--- src/rtl/vga_frame_capture.sv ---
// Sink-side decoder for the 3-bit VGA stream: rebuilds pixel coordinates from the
// sync pulses, strobes each visible pixel, and tracks frame checksum/count/errors.
`timescale 1ns/1ps
module vga_frame_capture #(
  parameter int unsigned H_ACTIVE = 256,
  parameter int unsigned H_BACK   = 23,
  parameter int unsigned V_ACTIVE = 240,
  parameter int unsigned V_BACK   = 5,
  parameter int unsigned CLK_DIV  = 2,
  parameter int unsigned X_W      = $clog2(H_ACTIVE),
  parameter int unsigned Y_W      = $clog2(V_ACTIVE)
) (
  input  logic           clk,
  input  logic           resetn,
  input  logic           hsync,
  input  logic           vsync,
  input  logic [2:0]     rgb,
  input  logic           err_clr,
  output logic           pix_valid,
  output logic [X_W-1:0] pix_x,
  output logic [Y_W-1:0] pix_y,
  output logic [2:0]     pix_rgb,
  output logic           frame_done,
  output logic [15:0]    frame_cnt,
  output logic [15:0]    frame_sum,
  output logic           line_err,
  output logic           frame_err
);

  localparam int unsigned HB_CYC = H_BACK * CLK_DIV;
  localparam int unsigned HC_W   = (HB_CYC > 1)  ? $clog2(HB_CYC)  : 1;
  localparam int unsigned LC_W   = (V_BACK > 1)  ? $clog2(V_BACK)  : 1;
  localparam int unsigned DV_W   = (CLK_DIV > 1) ? $clog2(CLK_DIV) : 1;

  localparam logic [HC_W-1:0] HC_LAST = HC_W'(HB_CYC - 1);
  localparam logic [LC_W-1:0] LC_LAST = LC_W'(V_BACK - 1);
  localparam logic [DV_W-1:0] DV_LAST = DV_W'(CLK_DIV - 1);
  localparam logic [X_W-1:0]  X_LAST  = X_W'(H_ACTIVE - 1);
  localparam logic [Y_W-1:0]  Y_LAST  = Y_W'(V_ACTIVE - 1);

  typedef enum logic [2:0] {
    WAIT_VS,
    VBACK,
    HBACK,
    ACTIVE,
    HWAIT
  } state_t;

  state_t          state, nxt_state;
  logic            r_hs, r_hs2, r_vs, r_vs2;
  logic [2:0]      r_rgb, r_rgb2;
  logic [LC_W-1:0] line_cnt, nxt_line_cnt;
  logic [HC_W-1:0] hcnt, nxt_hcnt;
  logic [DV_W-1:0] div, nxt_div;
  logic [X_W-1:0]  x, nxt_x;
  logic [Y_W-1:0]  y, nxt_y;
  logic [15:0]     sum, nxt_sum;
  logic            done_q;
  logic            emit, last_px, set_lerr, set_ferr;
  logic            hs_rise, hs_fall, vs_rise, vs_fall;

  assign hs_rise = r_hs & ~r_hs2;
  assign hs_fall = ~r_hs & r_hs2;
  assign vs_rise = r_vs & ~r_vs2;
  assign vs_fall = ~r_vs & r_vs2;

  // Sync/colour input stage; r_rgb2 aligns the colour with the FSM sampling edge
  always_ff @(posedge clk or negedge resetn) begin
    if (!resetn) begin
      r_hs   <= 1'b1;
      r_hs2  <= 1'b1;
      r_vs   <= 1'b1;
      r_vs2  <= 1'b1;
      r_rgb  <= 3'd0;
      r_rgb2 <= 3'd0;
    end else begin
      r_hs   <= hsync;
      r_hs2  <= r_hs;
      r_vs   <= vsync;
      r_vs2  <= r_vs;
      r_rgb  <= rgb;
      r_rgb2 <= r_rgb;
    end
  end

  always_ff @(posedge clk or negedge resetn) begin
    if (!resetn) begin
      state    <= WAIT_VS;
      line_cnt <= '0;
      hcnt     <= '0;
      div      <= '0;
      x        <= '0;
      y        <= '0;
      sum      <= 16'd0;
    end else begin
      state    <= nxt_state;
      line_cnt <= nxt_line_cnt;
      hcnt     <= nxt_hcnt;
      div      <= nxt_div;
      x        <= nxt_x;
      y        <= nxt_y;
      sum      <= nxt_sum;
    end
  end

  // Next-state logic; a vsync rise always restarts the frame and wins over hsync
  always_comb begin
    nxt_state    = state;
    nxt_line_cnt = line_cnt;
    nxt_hcnt     = hcnt;
    nxt_div      = div;
    nxt_x        = x;
    nxt_y        = y;
    nxt_sum      = sum;
    emit         = 1'b0;
    last_px      = 1'b0;
    set_lerr     = 1'b0;
    set_ferr     = 1'b0;

    if (vs_rise) begin
      nxt_state    = VBACK;
      nxt_line_cnt = '0;
      nxt_sum      = 16'd0;
    end else if (vs_fall && (state == HBACK || state == ACTIVE || state == HWAIT)) begin
      set_ferr  = 1'b1;
      nxt_state = WAIT_VS;
    end else begin
      case (state)
        WAIT_VS: ;
        VBACK: begin
          if (hs_rise) begin
            if (line_cnt == LC_LAST) begin
              nxt_state = HBACK;
              nxt_hcnt  = '0;
              nxt_y     = '0;
            end else begin
              nxt_line_cnt = line_cnt + LC_W'(1);
            end
          end
        end
        HBACK: begin
          if (hcnt == HC_LAST) begin
            nxt_state = ACTIVE;
            nxt_x     = '0;
            nxt_div   = '0;
          end else begin
            nxt_hcnt = hcnt + HC_W'(1);
          end
        end
        ACTIVE: begin
          if (hs_fall) begin
            set_lerr  = 1'b1;
            nxt_state = HWAIT;
          end else begin
            if (div == '0) begin
              emit    = 1'b1;
              nxt_sum = {sum[14:0], sum[15]} ^ {13'd0, r_rgb2};
              if (x == X_LAST) begin
                if (y == Y_LAST) begin
                  last_px   = 1'b1;
                  nxt_state = WAIT_VS;
                end else begin
                  nxt_state = HWAIT;
                end
              end else begin
                nxt_x = x + X_W'(1);
              end
            end
            nxt_div = (div == DV_LAST) ? '0 : div + DV_W'(1);
          end
        end
        HWAIT: begin
          if (hs_rise) begin
            // Only reached on the last line after a truncated final line
            if (y == Y_LAST) begin
              last_px   = 1'b1;
              nxt_state = WAIT_VS;
            end else begin
              nxt_y     = y + Y_W'(1);
              nxt_state = HBACK;
              nxt_hcnt  = '0;
            end
          end
        end
        default: nxt_state = WAIT_VS;
      endcase
    end
  end

  // Pixel strobe and frame bookkeeping outputs
  always_ff @(posedge clk or negedge resetn) begin
    if (!resetn) begin
      pix_valid  <= 1'b0;
      pix_x      <= '0;
      pix_y      <= '0;
      pix_rgb    <= 3'd0;
      done_q     <= 1'b0;
      frame_done <= 1'b0;
      frame_cnt  <= 16'd0;
      frame_sum  <= 16'd0;
      line_err   <= 1'b0;
      frame_err  <= 1'b0;
    end else begin
      pix_valid  <= emit;
      if (emit) begin
        pix_x   <= x;
        pix_y   <= y;
        pix_rgb <= r_rgb2;
      end
      done_q     <= last_px;
      frame_done <= done_q;
      if (done_q) begin
        frame_cnt <= frame_cnt + 16'd1;
        frame_sum <= sum;
      end
      if (set_lerr)     line_err <= 1'b1;
      else if (err_clr) line_err <= 1'b0;
      if (set_ferr)     frame_err <= 1'b1;
      else if (err_clr) frame_err <= 1'b0;
    end
  end

endmodule

--- config.mk ---
export PLATFORM = sky130hd
export DESIGN_NAME = vga_frame_capture
export DESIGN_NICKNAME = d
export VERILOG_FILES = /design/src/rtl/vga_frame_capture.sv
export SDC_FILE = /design/constraint.sdc
export NUM_CORES = 1
export LEC_CHECK = 0
export BUFFER_PORTS_ARGS = -buffer_cell sky130_fd_sc_hd__buf_2
export CAP_MARGIN = 20
export CORE_MARGIN = 2
export CORE_UTILIZATION = 60
export CTS_BUF_LIST = sky130_fd_sc_hd__clkbuf_8
export DETAILED_ROUTE_END_ITERATION = 10
export PLACE_DENSITY = 0.82
export SLEW_MARGIN = 20
export SYNTH_ARGS = -nofsm -noshare
export SYNTH_HDL_FRONTEND = slang
export SYNTH_SLANG_ARGS = --single-unit
export TNS_END_PERCENT = 1
--- constraint.sdc ---
create_clock -name clk -period 3.05 [get_ports clk]
set_clock_uncertainty 0.2 [all_clocks]
set_input_delay 0.61 -clock clk [delete_from_list [all_inputs] [get_ports clk]]
set_output_delay 0.61 -clock clk [all_outputs]
set_load 0.02 [all_outputs]
==> flow_metrics.py <==
metrics = {
    "sta": {
        "tns_ps": 0,
        "period_share_pct": 83.3,
        "slew_violations": 0,
        "setup_ws_ps": 510,
        "max_freq_ghz": 0.394,
        "worst_pin_slew_ps": 728,
        "hold_viol": 0,
        "setup_viol": 0,
        "grt_setup_unrepaired": "false",
        "min_period_ps": 2540,
        "max-slew-margin-rel_pct": 51.4,
    },
    "critical_path": {
        "path_cells": "inv_1, ha_1, nand2_1, or4_1, a211o_1, o21bai_1, mux2_2",
        "required_ps": 3120,
        "critical_path.max_stage_delay_ps": 500,
        "arrival_ps": 2610,
        "crit_path_end_kind": "flip-flop",
        "critical_path.max_fanout": 8,
        "worstSetupPathType": "reg -> reg",
        "slowest_stage": "or4_1",
        "cp-start-kind": "flip-flop",
    },
    "hold_path": {
        "hold_class": "in -> async",
    },
    "place": {
        "io_buffers": 62,
        "place_ws_ps": 542,
        "hpwl_mm": 6.51,
        "place_congestion": 0.881,
        "placed_cells": 594,
        "dpl_cell_area_um2": 5220,
    },
    "floorplan": {
        "fp.dieW_um": 93.4,
        "fp.dieArea_um2": 8720,
        "rows": 32,
        "start_util_pct": 62.0,
        "core-area_um2": 7730,
        "ios": 63,
        "die_h_um": 93.4,
    },
    "detailed_routing": {
        "routed_wl_mm": 9.48,
        "drt_pass1_iterations": 5,
        "drt-initial-drc-count": 201,
        "ant_nets": 0,
        "wire_per_inst_um": 15.5,
        "via_count": 3533,
        "viasPerCell": 5.79,
        "drcViolationCount": 0,
    },
    "synthesis": {
        "netlist_area_um2": 4790,
        "synth-adder-area-share_pct": 1.83,
        "postSynth.asyncResetShare_pct": 100,
        "postSynthCellCount": 440,
        "avgSynthCellArea_um2": 10.9,
        "synth.distinct_cells": 51,
        "synth_compound_area_share_pct": 13.0,
        "synth_edf_count": 0,
        "synth-simple-area-share_pct": 16.5,
        "ys.flop_type": "dfrtp_1",
        "muxShareOfSynthArea_pct": 4.46,
        "ys_warn_count": 0,
        "synth_top_family_by_area": "simple AND/OR/NAND/NOR gates",
        "yosysTopAreaCellShare_pct": 55.9,
        "synth_seq_cells": 111,
        "yosysTopAreaCell": "dfrtp_1",
        "synth_area_leaders": "dfrtp_1 (56%), nand2_1 (6.4%), mux2_2 (4.5%)",
        "synth_xor_area_share_pct": 4.02,
        "ys_seq_area_share_pct": 58.1,
        "syn-num-nets": 455,
    },
    "cells_and_area": {
        "finalNonFillerCells": 610,
        "final_util_pct": 70.2,
        "syn_to_final_growth_pct": 13.2,
        "nets": 518,
        "drive_gt1_share_pct": 22.2,
        "num_antenna_cells": 0,
        "fin_area_um2": 5420,
    },
    "global_routing": {
        "grt_max_degree": 48,
        "grt_pass1_vias": 3438,
        "antenna_found_initial": 0,
        "grt.overflow.total": 0,
        "grt_pass1_wl_mm": 16.4,
        "track_usage_pct": 24.0,
    },
    "clocking": {
        "cts_root_buf": "clkbuf_8",
        "cts_setup_buffers": 0,
        "ctsResizeCount": 0,
        "ctsHtreeMaxLevel": 3,
        "cts_buffer_depth": 2,
        "cts_tree": "yes",
        "cts_made_buffers": 9,
        "clkSinkCount": 111,
        "clk_latency_ps": 380,
        "hold_buffers": 0,
        "clk_pin_slew_worst_paths_ps": 110,
    },
    "power": {
        "p_leak_nw": 2.76,
        "p_per_area_nw_per_um2": 616,
        "ir_drop_mv": 0.362,
    },
    "job": {
        "maxCapViolations": 0,
    },
    "outcome": {
        "status": "finished clean",
    },
}
[flip-flops by register name, summed over array words and instances, names as in the netlist, 3 cells and up]
register / flops
frame_cnt: 16
frame_sum: 16
sum: 16
pix_x: 8
pix_y: 8
x: 8
y: 8
hcnt: 6
line_cnt: 3
pix_rgb: 3
r_rgb2: 3
r_rgb: 3
state: 3
[report_power, final]
group,internal [mW],switching (mW)
clock,0.340,0.526
combinational,0.262,0.449
sequential,1.61,0.160
total,2.21,1.14
[critical path, delay by kind of cell (launching register included)]
| kind | cells | cell delay [ps] |
|---|---|---|
| buffers and inverters | 1 | 110 |
| muxes | 1 | 280 |
| and+or+nand+nor | 2 | 600 |
| AOI/OAI and AO/OA | 2 | 640 |
| DFF | 1 | 430 |
| adders and majority gates | 1 | 180 |
[synthesized netlist by cell type (2+ instances only)]
cell,number
dfrtp_1,107
nand2_1,82
o21ai_0,27
nor2_1,21
mux2_2,19
xnor2_1,15
a22o_1,14
nand3_1,14
a31oi_1,13
buf_2,9
nand4_1,8
nor2b_1,8
ha_1,7
nand2b_1,7
o31ai_1,7
xor2_1,7
a21oi_1,6
inv_1,6
nor3_1,6
clkbuf_1,5
and3_1,4
dfstp_2,4
a21o_1,3
a41oi_1,3
and2_1,3
buf_1,3
o41ai_1,3
nand4b_1,2
nor3b_2,2
o211ai_1,2
or3b_1,2
or4_1,2
[final timing paths]
check                      cells past startpoint        end      from  slack [ps]
setup / recovery                               7       x[0]   hcnt[1]         510
hold / removal                                 1   pix_y[7]    resetn          40
setup reg to reg                               7       x[0]   hcnt[1]         510
hold reg to reg                                0  r_rgb2[1]  r_rgb[1]         160
max in group asynchronous                      2       r_vs    resetn        1850
min in group clk                               1       r_vs     vsync         130
[kinds of logic after synthesis]
group           Yosys count
compound gates           90
xor+xnor                 22
fa+ha+maj                 7
buf+inv                  24
flops                   111
mux                      19
simple gates            167
[cell usage in the layout (no fill, tap or decap), types with 13 or more instances in the layout]
cell | netlist | routed
buf_2 | 9 | 61
dfrtp_1 | 107 | 107
a31oi_1 | 13 | 13
xnor2_1 | 15 | 15
mux2_2 | 19 | 19
nand3_1 | 14 | 14
o21ai_0 | 27 | 27
nand2_1 | 82 | 82
a22o_1 | 14 | 14
nor2_1 | 21 | 21
[metal layers]
| metal | vias to the layer above | global-route usage (%) | routed length [um] |
|---|---|---|---|
| met5 | - | 0 | 0 |
| met4 | 0 | 10.4 | 205 |
| met3 | 16 | 3.38 | 525 |
| met2 | 117 | 38.2 | 4610 |
| met1 | 1716 | 33.2 | 4130 |
| li1 | 1684 | - | - |
[metrics by stage]
stage / total power [mW] / hold WS [ps]
CTS: 3.36 / 53.5
global route: 3.53 / 81.7
finish: 3.34 / 41.8
floorplan: 2.28 / 114
global placement: 2.45 / 135
detailed placement: 2.49 / 141
[cell type report]
class / instances / area [um^2]
Sequential cell: 111 / 2780
Fill cell: 560 / 2300
Multi-Input combinational cell: 305 / 1910
Timing Repair Buffer: 69 / 378
Clock buffer: 10 / 138
Tap cell: 102 / 128
Clock inverter: 6 / 62.6
Inverter: 7 / 26.3
No activity file was read; power rests on OpenSTA's default activity.
